===== src/rtl/lv_pwm_intb_decode_pkg.sv =====
// rtl/lv_pwm_intb_decode_pkg.sv - shared constants, FSM states and window helpers for the PWM INTB link
package lv_pwm_intb_decode_pkg;

   localparam int PWM_INTB_EXT_CYC_NUM = 8;
   localparam int PWM_INTB_EXT_TOL     = 2;

   localparam int WDG_CNT_W = 8;
   // Element [cfg] is the watchdog resend period selected by i_wdgintb_config.
   localparam logic [3:0][WDG_CNT_W-1:0] WDG_INTB_TH = {8'd255, 8'd128, 8'd64, 8'd32};

   typedef enum logic [2:0] {
      ST_IDLE = 3'd0,
      ST_RUN1 = 3'd1,
      ST_RUN2 = 3'd2,
      ST_RUN3 = 3'd3,
      ST_RUN4 = 3'd4
   } intb_state_e;

   function automatic int long_th(input int ext_cyc_num, input int ext_tol);
      return ext_cyc_num + ext_tol + 1;
   endfunction

   function automatic int short_min(input int ext_cyc_num, input int ext_tol);
      return ext_cyc_num - ext_tol;
   endfunction

   function automatic int short_max(input int ext_cyc_num, input int ext_tol);
      return ext_cyc_num + ext_tol;
   endfunction

endpackage


===== src/rtl/lv_pwm_intb_decode_sync_run_meter.sv =====
// rtl/lv_pwm_intb_decode_sync_run_meter.sv - line synchronizer, edge detect and run-length classifier
module lv_pwm_intb_decode_sync_run_meter
   import lv_pwm_intb_decode_pkg::*;
#(
   parameter int EXT_CYC_NUM = PWM_INTB_EXT_CYC_NUM,
   parameter int EXT_TOL     = PWM_INTB_EXT_TOL
) (
   input  logic i_clk,
   input  logic i_rst,
   input  logic i_line,
   output logic o_sync,
   output logic o_edge,
   output logic o_short,
   output logic o_glitch,
   output logic o_over,
   output logic o_long
);

   localparam int LONG_TH = long_th(EXT_CYC_NUM, EXT_TOL);
   localparam int CNT_W   = $clog2(LONG_TH + 1);

   localparam logic [CNT_W-1:0] LONG_C    = CNT_W'(LONG_TH);
   localparam logic [CNT_W-1:0] LONG_M1_C = CNT_W'(LONG_TH - 1);
   localparam logic [CNT_W:0]   SMIN_C    = (CNT_W+1)'(short_min(EXT_CYC_NUM, EXT_TOL));
   localparam logic [CNT_W:0]   SMAX_C    = (CNT_W+1)'(short_max(EXT_CYC_NUM, EXT_TOL));
   localparam logic [CNT_W:0]   ONE_C     = (CNT_W+1)'(1);

   logic             sync_q1;
   logic             sync_q2;
   logic             prev_q;
   logic [CNT_W-1:0] cnt_q;
   logic [CNT_W:0]   run_len;

   always_ff @(posedge i_clk) begin
      if (i_rst) begin
         sync_q1 <= 1'b0;
         sync_q2 <= 1'b0;
         prev_q  <= 1'b0;
         cnt_q   <= '0;
      end else begin
         sync_q1 <= i_line;
         sync_q2 <= sync_q1;
         prev_q  <= sync_q2;
         if (o_edge) begin
            cnt_q <= '0;
         end else if (cnt_q != LONG_C) begin
            cnt_q <= cnt_q + 1'b1;
         end
      end
   end

   // Length of the run that the current edge terminates.
   assign run_len  = {1'b0, cnt_q} + ONE_C;

   assign o_sync   = sync_q2;
   assign o_edge   = sync_q2 ^ prev_q;
   assign o_short  = o_edge && (run_len >= SMIN_C) && (run_len <= SMAX_C);
   assign o_glitch = o_edge && (run_len < SMIN_C);
   assign o_over   = o_edge && (run_len > SMAX_C);
   // Fires once, on the cycle the counter steps onto saturation; an edge that cycle wins.
   assign o_long   = !o_edge && (cnt_q == LONG_M1_C);

endmodule


===== src/rtl/lv_pwm_intb_decode.sv =====
// rtl/lv_pwm_intb_decode.sv - decodes HV interrupt frames, gate-wave level and watchdog loss from the PWM feedback line
module lv_pwm_intb_decode
   import lv_pwm_intb_decode_pkg::*;
#(
   parameter int EXT_CYC_NUM = PWM_INTB_EXT_CYC_NUM,
   parameter int EXT_TOL     = PWM_INTB_EXT_TOL,
   parameter int WDG_TO_MULT = 2
) (
   input  logic       i_clk,
   input  logic       i_rst,
   input  logic       i_pwm_intb_n,
   input  logic       i_wdgintb_en,
   input  logic [1:0] i_wdgintb_config,
   input  logic       i_wdg_clr,
   output logic       o_hv_intb_n,
   output logic       o_hv_gwave,
   output logic       o_frame_vld,
   output logic       o_frame_err,
   output logic       o_wdg_lost
);

   localparam int WDG_W = WDG_CNT_W + 2;

   logic line_sync;
   logic run_edge;
   logic run_short;
   logic run_glitch;
   logic run_over;
   logic run_long;
   logic run_bad;

   intb_state_e state_q;
   intb_state_e state_d;
   logic        intb_n_q;
   logic        intb_n_d;
   logic        vld_q;
   logic        vld_d;
   logic        err_q;
   logic        err_d;
   logic        gwave_q;

   logic [WDG_W-1:0] wdg_cnt_q;
   logic [WDG_W-1:0] wdg_thr;
   logic             wdg_set;
   logic             wdg_lost_q;

   lv_pwm_intb_decode_sync_run_meter #(
      .EXT_CYC_NUM (EXT_CYC_NUM),
      .EXT_TOL     (EXT_TOL)
   ) u_meter (
      .i_clk    (i_clk),
      .i_rst    (i_rst),
      .i_line   (i_pwm_intb_n),
      .o_sync   (line_sync),
      .o_edge   (run_edge),
      .o_short  (run_short),
      .o_glitch (run_glitch),
      .o_over   (run_over),
      .o_long   (run_long)
   );

   // Any edge that does not close a short segment breaks the frame.
   assign run_bad = run_glitch | run_over;

   always_ff @(posedge i_clk) begin
      if (i_rst) begin
         state_q  <= ST_IDLE;
         intb_n_q <= 1'b1;
         vld_q    <= 1'b0;
         err_q    <= 1'b0;
         gwave_q  <= 1'b0;
      end else begin
         state_q  <= state_d;
         intb_n_q <= intb_n_d;
         vld_q    <= vld_d;
         err_q    <= err_d;
         if (run_long) begin
            gwave_q <= line_sync;
         end
      end
   end

   always_comb begin
      state_d  = state_q;
      intb_n_d = intb_n_q;
      vld_d    = 1'b0;
      err_d    = 1'b0;
      case (state_q)
         ST_IDLE: begin
            if (run_edge) state_d = ST_RUN1;
         end
         ST_RUN1: begin
            if (run_short) begin
               state_d = ST_RUN2;
            end else if (run_bad) begin
               state_d = ST_IDLE;
               err_d   = 1'b1;
            end else if (run_long) begin
               state_d = ST_IDLE;
            end
         end
         ST_RUN2: begin
            if (run_short) begin
               state_d = ST_RUN3;
            end else if (run_bad) begin
               state_d = ST_IDLE;
               err_d   = 1'b1;
            end else if (run_long) begin
               state_d  = ST_IDLE;
               intb_n_d = 1'b0;
               vld_d    = 1'b1;
            end
         end
         ST_RUN3: begin
            if (run_short) begin
               state_d = ST_RUN4;
            end else if (run_bad || run_long) begin
               state_d = ST_IDLE;
               err_d   = 1'b1;
            end
         end
         ST_RUN4: begin
            if (run_edge) begin
               state_d = ST_IDLE;
               err_d   = 1'b1;
            end else if (run_long) begin
               state_d  = ST_IDLE;
               intb_n_d = 1'b1;
               vld_d    = 1'b1;
            end
         end
         default: state_d = ST_IDLE;
      endcase
   end

   // Threshold follows the live config, so a lowered threshold can trip at once.
   assign wdg_thr = WDG_W'(WDG_TO_MULT) * {2'b00, WDG_INTB_TH[i_wdgintb_config]};
   assign wdg_set = i_wdgintb_en && (wdg_cnt_q >= wdg_thr);

   always_ff @(posedge i_clk) begin
      if (i_rst || !i_wdgintb_en) begin
         wdg_cnt_q <= '0;
      end else if (vld_q) begin
         wdg_cnt_q <= '0;
      end else if (wdg_cnt_q != {WDG_W{1'b1}}) begin
         wdg_cnt_q <= wdg_cnt_q + 1'b1;
      end
   end

   always_ff @(posedge i_clk) begin
      if (i_rst) begin
         wdg_lost_q <= 1'b0;
      end else if (wdg_set) begin
         wdg_lost_q <= 1'b1;
      end else if (i_wdg_clr) begin
         wdg_lost_q <= 1'b0;
      end
   end

   assign o_hv_intb_n = intb_n_q;
   assign o_hv_gwave  = gwave_q;
   assign o_frame_vld = vld_q;
   assign o_frame_err = err_q;
   assign o_wdg_lost  = wdg_lost_q;

endmodule


===== config.mk =====
export PLATFORM = sky130hd
export DESIGN_NAME = lv_pwm_intb_decode
export DESIGN_NICKNAME = d
export VERILOG_FILES = /design/src/rtl/lv_pwm_intb_decode_pkg.sv /design/src/rtl/lv_pwm_intb_decode_sync_run_meter.sv /design/src/rtl/lv_pwm_intb_decode.sv
export SDC_FILE = /design/constraint.sdc
export NUM_CORES = 1
export LEC_CHECK = 0
export CORE_MARGIN = 5
export CORE_UTILIZATION = 35
export CTS_CLUSTER_SIZE = 40
export DETAILED_ROUTE_END_ITERATION = 6
export DONT_BUFFER_PORTS = 1
export PLACE_DENSITY = 0.57
export SLEW_MARGIN = 10
export SYNTH_ARGS = -nofsm -noshare
export SYNTH_HDL_FRONTEND = slang
export SYNTH_SLANG_ARGS = --single-unit

===== constraint.sdc =====
create_clock -name i_clk -period 2.2 [get_ports i_clk]
set_input_delay 0.55 -clock i_clk [delete_from_list [all_inputs] [get_ports i_clk]]
set_output_delay 0.55 -clock i_clk [all_outputs]
set_load 0.02 [all_outputs]

Word level (Yosys, flattened, before mapping)
Cells that the tools add are included.

cells by class
  order comparisons = 6
  mux-type cells = 30
  reductions and logical operators = 18
  bitwise logic cells = 2
  eq/ne operators = 14
  add/subtract/negate cells = 3

operators with widths
  operator                 number
  $mux W3                  8
  $bmux W8 S2              1
  $mux W1                  16
  $pmux W3 S5              1
  $add A10 B1 Y10 const B  1
  $ge A10 B9 Y1            1
  $ne A10 B10 Y1 const B   1
  $ne A2 B2 Y1 const B     5
  $mux W8                  1
  $eq A3 B2 Y1 const B     2
  $logic_and A1 B1 Y1      6
  $reduce_and A6 Y1        1
  $reduce_or A2 Y1         3
  $add A4 B1 Y5 const B    1
  $ge A5 B3 Y1 const B     1
  $gt A5 B4 Y1 const B     1
  $le A5 B4 Y1 const B     1
  $lt A5 B3 Y1 const B     1
  $add A4 B1 Y4 const B    1
  $eq A4 B4 Y1 const B     1
  $ne A4 B4 Y1 const B     1
  $pmux W1 S2              2
  $reduce_bool A2 Y1       2
  $eq A3 B1 Y1 const B     1
  other kinds (11)         13

storage, ports and cells
  register bits = 25
  output and inout bits = 5
  word-level logic and storage cells = 84

Depth between registers and ports, before layout
Gate-level depths: netlist of the first run.

  depth after elaboration = 8
  gate-level depth with buffers = 8
  mapped depth without buffers = 8

Hierarchy
Synthesis of the first run repeated with hierarchy kept, for this count alone.

second synthesis, totals
  cells, all modules = 173
  area, all modules = 1508.9 µm²

modules (own cells, without submodules)
  module                             cells an instance  area an instance (µm²)  instances
  lv_pwm_intb_decode                 117                1039.7                  1
  lv_pwm_intb_decode_sync_run_meter  56                 469.2                   1

Least setup slack after synthesis of the first run
Ideal clock, no wire load.

  kind = in2reg
  start point = input port i_wdgintb_config[0]
  end point = register wdg_lost_q, in the netlist o_wdg_lost
  setup time = 120 ps
  path slack = 394 ps
  cell stages on the path = 8
  arrival time = 1686 ps
  path buffers = 0
  cells stage by stage = ha_1 -> inv_1 -> ha_1 -> o21ai_0 -> a31oi_1 -> o21ai_0 -> a21oi_1 -> o31a_1

on the way
  word-level cells in the longest chain between the ends = 5
  elaborated cells between the ends (all ways) = 6
  classes of those cells = 1 x order compare; 3 x mux; 2 x reduce/logical

RTL lines
  element                                               line                       text
  start, declared                                       lv_pwm_intb_decode.sv:13   input logic [1:0] i_wdgintb_config,
  $bmux W8 S2 (*)                                       lv_pwm_intb_decode.sv:137  assign wdg_thr = WDG_W'(WDG_TO_MULT) * {2'b00, WDG_INTB_TH[i_wdgintb_config]};
  $mux W8 (implied by the code) (*)                     lv_pwm_intb_decode.sv:137
  $ge A10 B9 Y1 (*)                                     lv_pwm_intb_decode.sv:138  assign wdg_set = i_wdgintb_en && (wdg_cnt_q >= wdg_thr);
  $logic_and A1 B1 Y1 (*)                               lv_pwm_intb_decode.sv:138
  $mux W1 / $reduce_bool A2 Y1 (equally long branches)  --
  end signal, assigned                                  lv_pwm_intb_decode.sv:152  wdg_lost_q <= 1'b0;
  end signal, assigned                                  lv_pwm_intb_decode.sv:154  wdg_lost_q <= 1'b1;
  end signal, assigned                                  lv_pwm_intb_decode.sv:156  wdg_lost_q <= 1'b0;
  end, declared                                         lv_pwm_intb_decode.sv:45   logic wdg_lost_q;

Mark *: on every way between the ends. The rest lies on a longest branch, timed or not. The select of a mux whose other input is x is not followed.
A chain may end at the register's enable or synchronous reset.

Worst setup path after layout of the first run
  start point = register wdg_cnt_q[0]
  end point = register wdg_cnt_q[5]

on the way
  word-level cells in the longest chain between the ends = 1
  elaborated cells between the ends (all ways) = 2
  classes of those cells = 1 x add/sub; 1 x eq/ne

RTL lines
  element                                                   line                                                  text
  start, declared                                           lv_pwm_intb_decode.sv:42                              logic [WDG_W-1:0] wdg_cnt_q;
  start signal, assigned                                    lv_pwm_intb_decode.sv:146                             wdg_cnt_q <= wdg_cnt_q + 1'b1;
  $add A10 B1 Y10 / $ne A10 B10 Y1 (equally long branches)  lv_pwm_intb_decode.sv:146, lv_pwm_intb_decode.sv:145

Parallel ways exist; a longest one is shown, timed or not.

==> out/metrics.yaml, run 1 <==
outcome: "complete, no violations"
fp.dieH_microns: 72.74
ys_seq_elements: 25
relSlewSlack_pct: 65.06
synth_flop_cell: "dfxtp_1"
synth-async-reset-ratio_pct: 0
dp_hpwl_mm: 1.994
yosys.area_share.simple_pct: 23.52
drcViolationCount: 0
timing_worst_setup_path_type: "flip-flop to flip-flop"
combPwrFrac_pct: 7.7
worst_setup_path_end_kind: "flip-flop"
switchingPower_uw: 201.2
rsz0062_at_grt: "no"
p_leak_uw: 0.0005313
cp-start-kind: "flip-flop"
post-cts-setup-buffers: 0
seq_area_sq_um: 500.5
h-tree-depth: 1
pre_cts_slack_ns: 0.2516
place_area_sq_mm: 0.001421
fin_area_sq_mm: 0.001470
synth_top_family_by_area: "simple AND/OR/NAND/NOR gates"
fin_ws_ns: 0.3562
synth-edff-count: 0
cts_sinks: 25
critPathMaxFanout: 7
hp-class: "primary input to flip-flop"
cts_hold_buffers: 0
synth_xor_area_share_pct: 6.994
port_buffers: 0
yosysSeqAreaShare_pct: 36.33
clk_pin_slew_ns: 0.09
numCtsBuffers: 3
rows: 22
fmax_ghz: 0.5424
cts_root_buf: "clkbuf_8"
multiInputGateArea_sq_um: 815.8
maxCapViolCount: 0
share_seq_of_total_power_pct: 58.4
synth.net_count: 183
design.core.area_sq_mm: 0.003744
fin_nets: 184
p_int_uw: 619.1
wl_per_cell_microns: 12.53
cts_tree: "done"
area_growth_pct: 6.721
timing.critical_path.arrival_ns: 1.99
vias: 1130
syn-cell-area_sq_mm: 0.001378
grt_overflow: 0
finalCritPeriodShare_pct: 83.81
finalSetupTns_ns: 0
synth_cell_types: 37
regMostFlops: "wdg_cnt_q"
drt_wl_total_mm: 2.644
yosys.area.top_type: "dfxtp_1"
synth.avg_cell_area_sq_um: 8.451
power_density_mw_per_mm2: 558.0
synth_top_area_share_pct: 36.33
antenna_cells: 0
period_minus_slack_ns: 1.844
start_util_pct: 36.80
finalSetupViolCount: 0
synth_compound_area_share_pct: 16.17
yosysWarnings: 0
grt_max_degree: 16
layout-drive-gt1-share_pct: 4.908
slew_viol_final: 0
first_iter_violations: 68
tightest_slew_ns: 0.5204
ys_top_cells_by_area: "dfxtp_1 36%, ha_1 12%, nor2_1 5.4%"
vias_per_cell: 5.355
grt_util_all_layers_pct: 10.86
die_w_microns: 72.74
hold_viol: 0
largest_reg_flops: 10
clock_latency_ns: 0.26
clock_path_buffers: 2
ir_drop_uv: 247.8
pin_count: 12
place_congestion: 0.8994
top_regs: "wdg_cnt_q (10), u_meter.cnt_q (4), state_q (3)"
grt_pass1_vias: 1135
switching_share_pct: 24.52
cts_resized: 0
grt_antenna_before_repair: 0
muxShareOfSynthArea_pct: 0.7266
synthAdderAreaFrac_pct: 11.81
p_clk_share_pct: 33.9
nFillCells: 385
die_area_sq_mm: 0.005290
ant_nets: 0
dr.pass1.iters: 4
postSynthCellCount: 163
skew_ns: 0.005371
required_ns: 2.35
grt_pass1_wl_mm: 4.830
layer usage:
metal  GRT usage, %  share of wire (%)  up-vias
met5              0                  0        -
met4          3.279               0.53        0
met3          2.066                5.3        2
met2          18.94                 49       24
met1          13.41                 45      530
li1               -                  -      574
stage by stage:
stage          util [%]  instances  hold slack (ns)  total power [uW]
2_1_floorplan         -        163           0.4138             539.4
3_3_place_gp      37.97        207           0.4385             548.6
4_1_cts           39.27        211           0.3315             834.0
5_1_grt           39.27        211           0.3258             861.9
6_report          39.27        211           0.3378             820.3
3_5_place_dp      37.97        207           0.4346             553.0
synth_stat cells, types with 5 or more instances:
| cell type | n |
|---|---|
| ha_1 | 13 |
| inv_1 | 10 |
| xor2_1 | 5 |
| nor2_1 | 20 |
| xnor2_1 | 6 |
| o21ai_0 | 10 |
| a21oi_1 | 8 |
| nor3_1 | 7 |
| dfxtp_1 | 25 |
| nand3_1 | 6 |
| nor3b_1 | 5 |
| nand2_1 | 8 |
cells in the final DEF (no fill, tap or decap), types with 2 or more instances in the layout:
master,instances
dfxtp_1,25
nor2_1,20
ha_1,13
inv_1,10
o21ai_0,10
nand2_1,8
a21oi_1,8
nor3_1,7
xnor2_1,6
nand3_1,6
xor2_1,5
nor3b_1,5
a211oi_1,4
nor2b_1,4
nand2b_1,3
a31oi_1,3
clkbuf_8,3
nand3b_1,2
a311o_1,2
or3_1,2
power groups by stage:
stage | Clock, uW | Sequential [uW] | Combinational (uW)
floorplan | 0 | 483 | 56.5
global placement | 0 | 488 | 60.1
detailed placement | 0 | 489 | 64.0
CTS | 291 | 479 | 64.6
global route | 305 | 482 | 75.5
finish | 278 | 479 | 63.5
cells by family (layout without fill, tap and decap cells):
kind of cell | after synthesis | in the layout
simple gates | 63 | 63
buf+inv | 15 | 15
flops | 25 | 25
xor+xnor | 11 | 11
mux | 1 | 1
compound gates | 35 | 35
fa+ha+maj | 13 | 13
path summary, 6_finish.rpt:
path	start	to	slack, ns	cells past startpoint
max	wdg_cnt_q[0]	wdg_cnt_q[5]	0.36	6
min	i_rst	u_meter.prev_q	0.34	1
max reg2reg	wdg_cnt_q[0]	wdg_cnt_q[5]	0.36	6
min reg2reg	u_meter.sync_q1	u_meter.o_sync	0.45	1
worst max-delay path, cell delays in order (launching register included):
cell and delay, ns:
dfxtp_1 0.42, ha_1 0.22, nand2_1 0.08, or4_1 0.63, nor3b_1 0.21, xnor2_1 0.13, nor2_1 0.05
final cells by class:
cell class	instances	share of cell area [%]
Clock buffer	3	2.809
Clock inverter	1	0.5106
Inverter	10	2.553
Multi-Input combinational cell	123	55.49
Sequential cell	25	34.04
Tap cell	48	4.085
Timing Repair Buffer	1	0.5106
Note: power is estimated with default switching activity, not from simulation.
==> run 2: changes to the inputs <==
Clock period 2.2 ns to 1.76 ns, I/O delays scaled along.
==> out/metrics.yaml, run 2 (synthesis results as in run 1) <==
outcome: "complete, no violations"
cp_cell_sequence: "ha_1 -> nand2_1 -> or4_4 -> nor3b_1 -> xnor2_1 -> nor2_1"
grt_util_all_layers_pct: 10.77
pre_cts_slack_ns: -0.07198
top_regs: "wdg_cnt_q (10), u_meter.cnt_q (4), state_q (3)"
final_cell_mix: "23 x dfxtp_1, 20 x nor2_1, 12 x ha_1, 12 x buf_4"
clk_pin_slew_ns: 0.09
r2r-start: "wdg_cnt_q[0]"
p_clk_share_pct: 33.0
clock_path_buffers: 2
ir_drop_uv: 245.3
h-tree-depth: 1
tightest_slew_ns: 0.5118
clock_latency_ns: 0.26
critPathMaxFanout: 7
hold_path_end: "o_hv_gwave"
power_density_mw_per_mm2: 661.5
slew_viol_final: 0
cts_root_buf: "clkbuf_8"
timing.critical_path.arrival_ns: 1.80
drt_wl_total_mm: 2.780
layout-drive-gt1-share_pct: 13.22
skew_ns: 0.001830
share_seq_of_total_power_pct: 57.5
crit_slowest_cell: "or4_4"
worst_setup_path_end_kind: "flip-flop"
dr.pass1.iters: 4
design.core.area_sq_mm: 0.003744
rr_endpoint: "wdg_cnt_q[5]"
vias_per_cell: 5.230
hp-start: "i_rst"
hp-class: "primary input to flip-flop"
combPwrFrac_pct: 9.4
dp_hpwl_mm: 2.151
required_ns: 1.91
die_area_sq_mm: 0.005290
grt_max_degree: 14
largest_reg_flops: 10
layout_commonest_cell: "dfxtp_1"
fin_nets: 195
cts_hold_buffers: 0
regMostFlops: "wdg_cnt_q"
first_iter_violations: 81
worstRegToRegCells: 6
vias: 1161
maxCapViolCount: 0
rsz0062_at_grt: "no"
port_buffers: 0
area_growth_pct: 13.26
total_power_uw: 1032
switching_share_pct: 23.76
p_int_uw: 786.9
wl_per_cell_microns: 12.52
cts_sinks: 25
grt_pass1_vias: 1128
cpPeakStageDelay_ns: 0.54
hold_depth: 1
finish.utilization_pct: 41.68
antenna_cells: 0
cp-startpoint: "wdg_cnt_q[0]"
post-cts-setup-buffers: 0
finalSetupViolCount: 0
grt_overflow: 0
fin_ws_ns: 0.1125
start_util_pct: 36.80
cp-start-kind: "flip-flop"
rrSetupSlack_ns: 0.11
switchingPower_uw: 245.2
grt_antenna_before_repair: 0
drcViolationCount: 0
grt_pass1_wl_mm: 4.657
cts_tree: "done"
hold_viol: 0
place_congestion: 0.9057
fmax_ghz: 0.6070
timing_worst_setup_path_type: "flip-flop to flip-flop"
ant_nets: 0
whs_ns: 0.2357
p_leak_uw: 0.0005930
fp.dieH_microns: 72.74
relSlewSlack_pct: 65.76
pin_count: 12
finalCritPeriodShare_pct: 93.61
rows: 22
numCtsBuffers: 3
period_minus_slack_ns: 1.647
die_w_microns: 72.74
## run 2: what timing repair did
| item | in CTS | in global routing |
|---|---|---|
| pin swaps | 0 | 1 |
| gates cloned | 0 | 0 |
| setup endpoints to repair | 1 | 3 |
| gates resized for setup | 1 | 4 |
## run 2: cell type report
type,count,area [sq um]
Timing Repair Buffer,12,90.09
Fill cell,392,2183
Inverter,10,37.54
Sequential cell,25,503.0
Tap cell,48,60.06
Clock buffer,4,45.04
Multi-Input combinational cell,123,824.5
## run 2: metrics by stage
step	cell area, sq um	std cells	setup TNS (ns)
after floorplan	1378	163	0
after global placement	1504	218	-0.003106
after detailed placement	1504	218	-0.07198
after CTS	1553	222	0
after global routing	1560	222	0
final	1560	222	0
## run 2: power groups by stage
stage / sequential, uW / combinational (uW) / clock, uW
3_3_place_gp: 605 / 91.5 / 0
2_1_floorplan: 604 / 70.7 / 0
6_report: 594 / 97.5 / 341
5_1_grt: 595 / 113 / 370
4_1_cts: 593 / 96.6 / 354
3_5_place_dp: 606 / 95.6 / 0
## run 2: worst max-delay path by stage
stage               cells after the start           end  slack, ns
floorplan                               8    o_wdg_lost       0.06
global placement                        8    o_wdg_lost     -0.003
detailed placement                      8    o_wdg_lost      -0.07
finish                                  6  wdg_cnt_q[5]       0.11
CTS                                     6    state_q[0]       0.04
global route                            6    state_q[2]       0.03
## run 2: critical path: cells and delay by family (launching register included)
family | cells | cell delay, ns
adder cells (fa/ha/maj) | 1 | 0.19
XOR/XNOR | 1 | 0.14
AND/OR/NAND/NOR | 4 | 0.87
flip-flops | 1 | 0.34
## run 2: metal layers
layer / GRT usage (%) / vias to the layer above / wire length (microns)
met1: 12.42 / 544 / 1256
met5: 0 / - / 0
li1: - / 595 / -
met4: 4.098 / 0 / 19
met2: 19.04 / 20 / 1383
met3: 2.617 / 2 / 120
